<file path="src/rtl/cache_mem_ctrl.sv">
// Line-oriented backing memory for a cache controller: 16 lines, fixed-latency
// refill/write-back handshake with a one-cycle completion pulse.
module cache_mem_ctrl #(
    parameter int ADDRESS_WIDTH = 8,
    parameter int DATA_WIDTH    = 32,
    parameter int BLOCK_SIZE    = 128,
    parameter int MEM_LATENCY   = 4,
    parameter int INIT_MEM      = 1
) (
    input  logic                     clk,
    input  logic                     rst_n,
    input  logic                     mem_req,
    input  logic                     mem_we,
    input  logic [ADDRESS_WIDTH-1:0] mem_addr,
    input  logic [BLOCK_SIZE-1:0]    mem_wdata,
    output logic                     mem_ready,
    output logic                     mem_valid,
    output logic [BLOCK_SIZE-1:0]    mem_rdata
);

    localparam int NUM_LINES     = 16;
    localparam int LINE_BYTES    = 16;
    localparam int BYTES_PER_WRD = DATA_WIDTH / 8;
    localparam int WORDS         = BLOCK_SIZE / DATA_WIDTH;

    typedef enum logic [1:0] {S_IDLE, S_WAIT, S_DONE} state_t;

    state_t                r_state;
    state_t                w_state_next;
    logic [3:0]            r_cnt;
    logic [3:0]            w_cnt_next;
    logic                  w_accept;
    logic                  w_finish;
    logic                  r_we;
    logic [3:0]            r_idx;
    logic [BLOCK_SIZE-1:0] r_wdata;
    logic [BLOCK_SIZE-1:0] r_rdata;
    logic [BLOCK_SIZE-1:0] r_mem  [NUM_LINES];
    logic [BLOCK_SIZE-1:0] w_init [NUM_LINES];
    logic                  w_unused_addr;

    // Only the line index mem_addr[7:4] selects storage.
    assign w_unused_addr = ^mem_addr;

    // Reset image of one line: each byte holds its own byte address.
    function automatic logic [BLOCK_SIZE-1:0] init_line(input int idx);
        logic [BLOCK_SIZE-1:0] line;
        line = '0;
        if (INIT_MEM != 0) begin
            for (int w = 0; w < WORDS; w++) begin
                for (int b = 0; b < BYTES_PER_WRD; b++) begin
                    line[(w*BYTES_PER_WRD + b)*8 +: 8] =
                        8'(idx*LINE_BYTES + w*BYTES_PER_WRD + b);
                end
            end
        end
        return line;
    endfunction

    generate
        for (genvar gi = 0; gi < NUM_LINES; gi++) begin : g_init
            assign w_init[gi] = init_line(gi);
        end
    endgenerate

    always_ff @(posedge clk or posedge rst_n) begin
        if (rst_n) begin
            r_state <= S_IDLE;
            r_cnt   <= 4'd0;
        end else begin
            r_state <= w_state_next;
            r_cnt   <= w_cnt_next;
        end
    end

    always_comb begin
        w_state_next = r_state;
        w_cnt_next   = r_cnt;
        w_accept     = 1'b0;
        w_finish     = 1'b0;
        mem_ready    = 1'b0;
        mem_valid    = 1'b0;
        case (r_state)
            S_IDLE: begin
                mem_ready = 1'b1;
                if (mem_req) begin
                    w_accept     = 1'b1;
                    w_cnt_next   = 4'(MEM_LATENCY - 1);
                    w_state_next = S_WAIT;
                end
            end
            S_WAIT: begin
                if (r_cnt == 4'd0) begin
                    w_finish     = 1'b1;
                    w_state_next = S_DONE;
                end else begin
                    w_cnt_next = r_cnt - 4'd1;
                end
            end
            S_DONE: begin
                mem_valid    = 1'b1;
                w_state_next = S_IDLE;
            end
            default: w_state_next = S_IDLE;
        endcase
    end

    // Request fields are frozen at acceptance so later input changes cannot leak in.
    always_ff @(posedge clk or posedge rst_n) begin
        if (rst_n) begin
            r_we    <= 1'b0;
            r_idx   <= 4'd0;
            r_wdata <= '0;
        end else if (w_accept) begin
            r_we    <= mem_we;
            r_idx   <= mem_addr[7:4];
            r_wdata <= mem_wdata;
        end
    end

    always_ff @(posedge clk or posedge rst_n) begin
        if (rst_n) begin
            for (int i = 0; i < NUM_LINES; i++) begin
                r_mem[i] <= w_init[i];
            end
        end else if (w_finish && r_we) begin
            r_mem[r_idx] <= r_wdata;
        end
    end

    always_ff @(posedge clk or posedge rst_n) begin
        if (rst_n) begin
            r_rdata <= '0;
        end else if (w_finish && !r_we) begin
            r_rdata <= r_mem[r_idx];
        end
    end

    assign mem_rdata = r_rdata;

endmodule

</file>
<file path="config.mk">
export PLATFORM = sky130hd
export DESIGN_NAME = cache_mem_ctrl
export DESIGN_NICKNAME = d
export VERILOG_FILES = /design/src/rtl/cache_mem_ctrl.sv
export SDC_FILE = /design/constraint.sdc
export NUM_CORES = 2
export LEC_CHECK = 0
export CAP_MARGIN = 20
export CORE_MARGIN = 5
export CORE_UTILIZATION = 45
export CTS_BUF_LIST = sky130_fd_sc_hd__clkbuf_8
export DETAILED_ROUTE_END_ITERATION = 10
export PLACE_DENSITY = 0.67
export SLEW_MARGIN = 10
export SYNTH_ARGS = -nofsm -noshare
export SYNTH_HDL_FRONTEND = slang
export SYNTH_SLANG_ARGS = --single-unit
</file>
<file path="constraint.sdc">
create_clock -name clk -period 93.6 [get_ports clk]
set_input_delay 18.72 -clock clk [delete_from_list [all_inputs] [get_ports clk]]
set_output_delay 18.72 -clock clk [all_outputs]
set_load 0.02 [all_outputs]
</file>
Yosys cells after proc, flatten, opt, wreduce, memory -nomap -nowiden. Cells that the tools add are included.

Output and inout port bits: 130. ROM bits: 0. Word-level logic and storage cells: 58. Flip-flop bits (word level): 2315. Memory bits (writable): 0. Input bits: 140. Bits in latches: 0. Memories: 0.

Equality and inequality tests: 5. Order comparisons: 2. Shift-type cells: 0. $mul: 0. Div/mod/pow operators: 0. Reduce and logical (&&, ||, !) cells: 9. Add/subtract/negate cells: 1. Muxes and demuxes: 18. Bitwise gates (word level): 1.

Operators by type and width (count): bitwise mux 2048 bit (1); binary-select mux 128 bit (select 4 bit) (1); demux 128 bit (select 4 bit) (1); two-way mux 128 bit (3); two-way mux 4 bit (2); case mux 4 bit (2 select lines) (1); two-way mux 1 bit (6); != test 2 bit (second input constant) (3); >= comparator 5 bit (second input constant) (1); < comparator 5 x 1 -> 1 bit (second input constant) (1); inverter 4 -> 5 bit (1); zero test 4 bit (1); two-way mux 2 bit (2); case mux 2 bit (2 select lines) (1); subtractor 4 x 1 -> 4 bit (second input constant) (1); logical AND 1 bit (3); AND reduction 3 bit (1); == test 2 x 1 -> 1 bit (second input constant) (1); == test 2 bit (second input constant) (1); zero test 2 bit (1); AND reduction 2 bit (1); nonzero test 2 bit (1); zero test 1 bit (1).

Depth between registers and ports, before layout.
Word-level depth: 6. Depth in mapped cells: 9. Mapped depth without buffers: 6.

Worst setup path before layout. Ideal clock, no wire load.

Path kind: input to register. Start point: input port mem_req. End point: register r_wdata[10]. Stages: 5. Setup time: 0.125 ns. Arrival time: 19.791 ns. Data required time: 93.475 ns. Buffers on the path: 3. Setup slack: 73.684 ns. Cells stage by stage: and2_1 > clkbuf_1 > buf_2 > buf_2 > mux2_2.

Word-level cells in the longest chain between the ends: 2.

Ends and longest elaborated chain: start, declared (line 12) `input logic mem_req,`; two-way mux 1 bit (line 86) `if (mem_req) begin`; two-way mux 1 bit (line 83) `case (r_state)`; end signal, assigned (line 117) `r_wdata <= mem_wdata;`; end, declared (line 36) `logic [BLOCK_SIZE-1:0] r_wdata;`.

No other way between the ends. A chain may end at the register's enable or synchronous reset.

==> flow_summary.json <==
{
  "status": "finished clean",
  "period_needed_ps": 22980,
  "vias": 55989,
  "hpwl_mm": 130,
  "final_nets": 6533,
  "start_kind": "input pin",
  "slew_viol_final": 0,
  "cts_resized": 0,
  "grt_max_degree": 191,
  "rows": 176,
  "ant_nets": 0,
  "dieArea_mm2": 0.240,
  "hp-class": "flop to flop",
  "cp_cell_sequence": "clkdlybuf4s50_1 > inv_8 > buf_12 > buf_4 > buf_4 > buf_4 > buf_4",
  "cts_tree": "yes",
  "wl_mm": 253,
  "fmax_ghz": 0.0435,
  "cts_hold_buffers": 0,
  "place.gp.congestion": 0.706,
  "crit_path_max_incr_delay_ps": 900,
  "fin_crit_sh_pct": 24.6,
  "cts_made_buffers": 407,
  "dieWidth_um": 490,
  "slowest_stage": "buf_4",
  "yosys.area.top_type": "dfrtp_1",
  "ir_drop_mv": 0.0261,
  "grt_pass1_vias": 61498,
  "syn_nets": 6306,
  "instances_no_fill": 9758,
  "wl_met2_mm": 121,
  "wl_per_cell_um": 25.9,
  "place_area_mm2": 0.107,
  "drc_errors": 0,
  "critPathTopFamily": "buffers and inverters",
  "grt-ovfl-total": 0,
  "stdcell_area_mm2": 0.115,
  "ys.flop_type": "dfrtp_1",
  "crit_top_cell": "buf_4",
  "core-area_mm2": 0.229,
  "initial_core_util_pct": 45.1,
  "grt_pass1_wl_mm": 389,
  "syn_area_per_cell_um2": 16.8,
  "cts_max_level": 5,
  "synth_seq_cells": 2315,
  "crit_fanout": 161,
  "crit_cells": 7,
  "drt_iter0_markers": 3373,
  "place_inst": 9004,
  "io_buffers": 265,
  "worstHoldPathCells": 2,
  "max_cap_violations": 0,
  "slew_headroom_pct": 20.1,
  "cts_setup_buffers": 0,
  "p_per_area_mw_per_mm2": 29.0,
  "grt_usage_pct": 21.2,
  "die_h_um": 490,
  "syn_area_mm2": 0.104,
  "rsz0062_at_grt": "no",
  "io-pin-count": 270,
  "clk_pin_slew_ps": 60,
  "synth_cell_types": 34,
  "highest_layer": "met4",
  "finalSetupTns_ps": 0,
  "ys_top_cells_by_area": "dfrtp_1 (31%), dfstp_2 (26%), mux2_2 (25%)",
  "cts_sinks": 2315,
  "yosys.area.top_type_share_pct": 31.2,
  "viasPerCell": 5.74,
  "clock_skew_ps": 107,
  "wl_met3_mm": 11.0,
  "ys_warn_count": 0,
  "layout-drive-gt1-share_pct": 65.8,
  "worstSetupPathType": "input pin to async pin",
  "setup.worst_path.end_class": "async pin",
  "required_ps": 94580,
  "root_buffer": "clkbuf_8",
  "first_pass_iters": 5,
  "setup_viol": 0,
  "clkLatencyLatePin_ps": 1110,
  "antenna_found_initial": 6,
  "yosysSeqAreaShare_pct": 57.2,
  "hold_viol_final": 0,
  "rr_worst_depth": 7,
  "async_flop_share_pct": 100,
  "worstPathArrival_ps": 23960,
  "cp_num_buf_inv": 7,
  "leakage_nw": 51.5,
  "netlist_instances": 6164,
  "met1_length_mm": 115,
  "synth-edff-count": 0,
  "max_slew.worst_pin.slew_ps": 1200,
  "clockBufferDepth": 4,
  "synthToLayoutAreaGrowth_pct": 11.5
}
power by group:
group / internal, W / switching [W] / total, W
Clock: 0.000491 / 0.000410 / 0.000901
Combinational: 0.000471 / 0.000329 / 0.000801
Sequential: 0.00137 / 0.000275 / 0.00165
final timing paths:
| kind | end | startpoint | slack (ps) |
|---|---|---|---|
| min | mem_rdata[11]$_DFFE_PP0P_ | mem_rdata[11]$_DFFE_PP0P_ | 480 |
| max in group clk | r_wdata[55]$_DFFE_PP0P_ | mem_req | 71920 |
| min reg2reg | mem_rdata[11]$_DFFE_PP0P_ | mem_rdata[11]$_DFFE_PP0P_ | 480 |
| max | r_idx[2]$_DFFE_PP0P_ | rst_n | 70620 |
| min in group asynchronous | r_wdata[55]$_DFFE_PP0P_ | rst_n | 18160 |
| max reg2reg | r_mem[448]$_DFFE_PP0P_ | r_idx[1]$_DFFE_PP0P_ | 88440 |
per-layer routing:
layer	global-route usage (%)	vias to the layer above
li1	-	23477
met1	30.0	30930
met2	34.2	1197
met3	3.46	385
met4	5.79	0
met5	0	-
Yosys cell counts, drive strengths merged, types with 3 or more instances:
library cell	instances
nand2	161
a22oi	224
nor3b	3
nor3	5
dfrtp	1291
mux4	512
dfstp	1024
nor2b	4
and2	3
mux2	2308
nand3	34
nand4	4
inv	3
clkbuf	41
buf	514
nor2	18
cells by family after synthesis:
kind of cell	Yosys count	synth area share [%]
AOI/OAI and AO/OA	230	1.66
xor gates and xnor gates	2	0.0169
adders and majority gates	2	0.0242
buffers and inverters	558	3.68
DFF	2315	57.2
muxes	2820	36.4
and+or+nand+nor	237	0.995
metrics by stage:
stage               total power, W  setup slack, ps  util (%)  hold WS (ps)
detailed placement         0.00247            69170      46.8           469
finish                     0.00335            70620      50.3           483
CTS                        0.00339            70410      50.3           487
global route               0.00353            69780      50.3           498
floorplan                  0.00223            11160         -           453
global placement           0.00243            69410      46.7           462
placed cells by master, fill, tap and decap left out, types with 2 or more instances in the layout:
| master | instances |
|---|---|
| dfrtp_1 | 1288 |
| clkbuf_8 | 510 |
| nand2_1 | 160 |
| mux2_1 | 51 |
| a21o_1 | 2 |
| nor2b_1 | 4 |
| clkdlybuf4s50_1 | 265 |
| nand2b_1 | 2 |
| clkinv_2 | 24 |
| a21oi_1 | 2 |
| clkinvlp_4 | 6 |
| a22oi_1 | 224 |
| mux4_2 | 466 |
| mux2_2 | 2257 |
| xor2_1 | 2 |
| ha_1 | 2 |
| inv_1 | 202 |
| and2_1 | 2 |
| buf_16 | 4 |
| nor3_4 | 4 |
| nand4_1 | 4 |
| nand3_1 | 34 |
| inv_8 | 4 |
| nor2_1 | 6 |
| diode_2 | 5 |
| dfstp_2 | 1024 |
| mux4_1 | 46 |
| dfrtp_4 | 3 |
| buf_4 | 86 |
| buf_12 | 18 |
| nor2_4 | 12 |
state kept, by name (all words and copies together) (netlist names):
register and flops:
r_we 1, r_state 2, r_wdata 128, r_cnt 4, r_mem 2048, r_idx 4
mem_rdata 128
area by class of cell:
class / count / area (um2)
fill: 19052 / 114000
sequential: 2315 / 59200
multi-input combinational: 3291 / 40600
clock buffer: 510 / 7020
tap: 3026 / 3790
timing repair buffer: 373 / 3770
clock inverter: 235 / 988
inverter: 3 / 18.8
antenna: 5 / 12.5
worst register-to-register path, delay by kind of cell (launching register included):
| family | cells | cell delay, ps |
|---|---|---|
| AND/OR/NAND/NOR | 3 | 1770 |
| flip-flops | 1 | 740 |
| multiplexers | 1 | 430 |
| buffers and inverters | 3 | 2040 |
No activity file was read; power rests on OpenSTA's default activity.
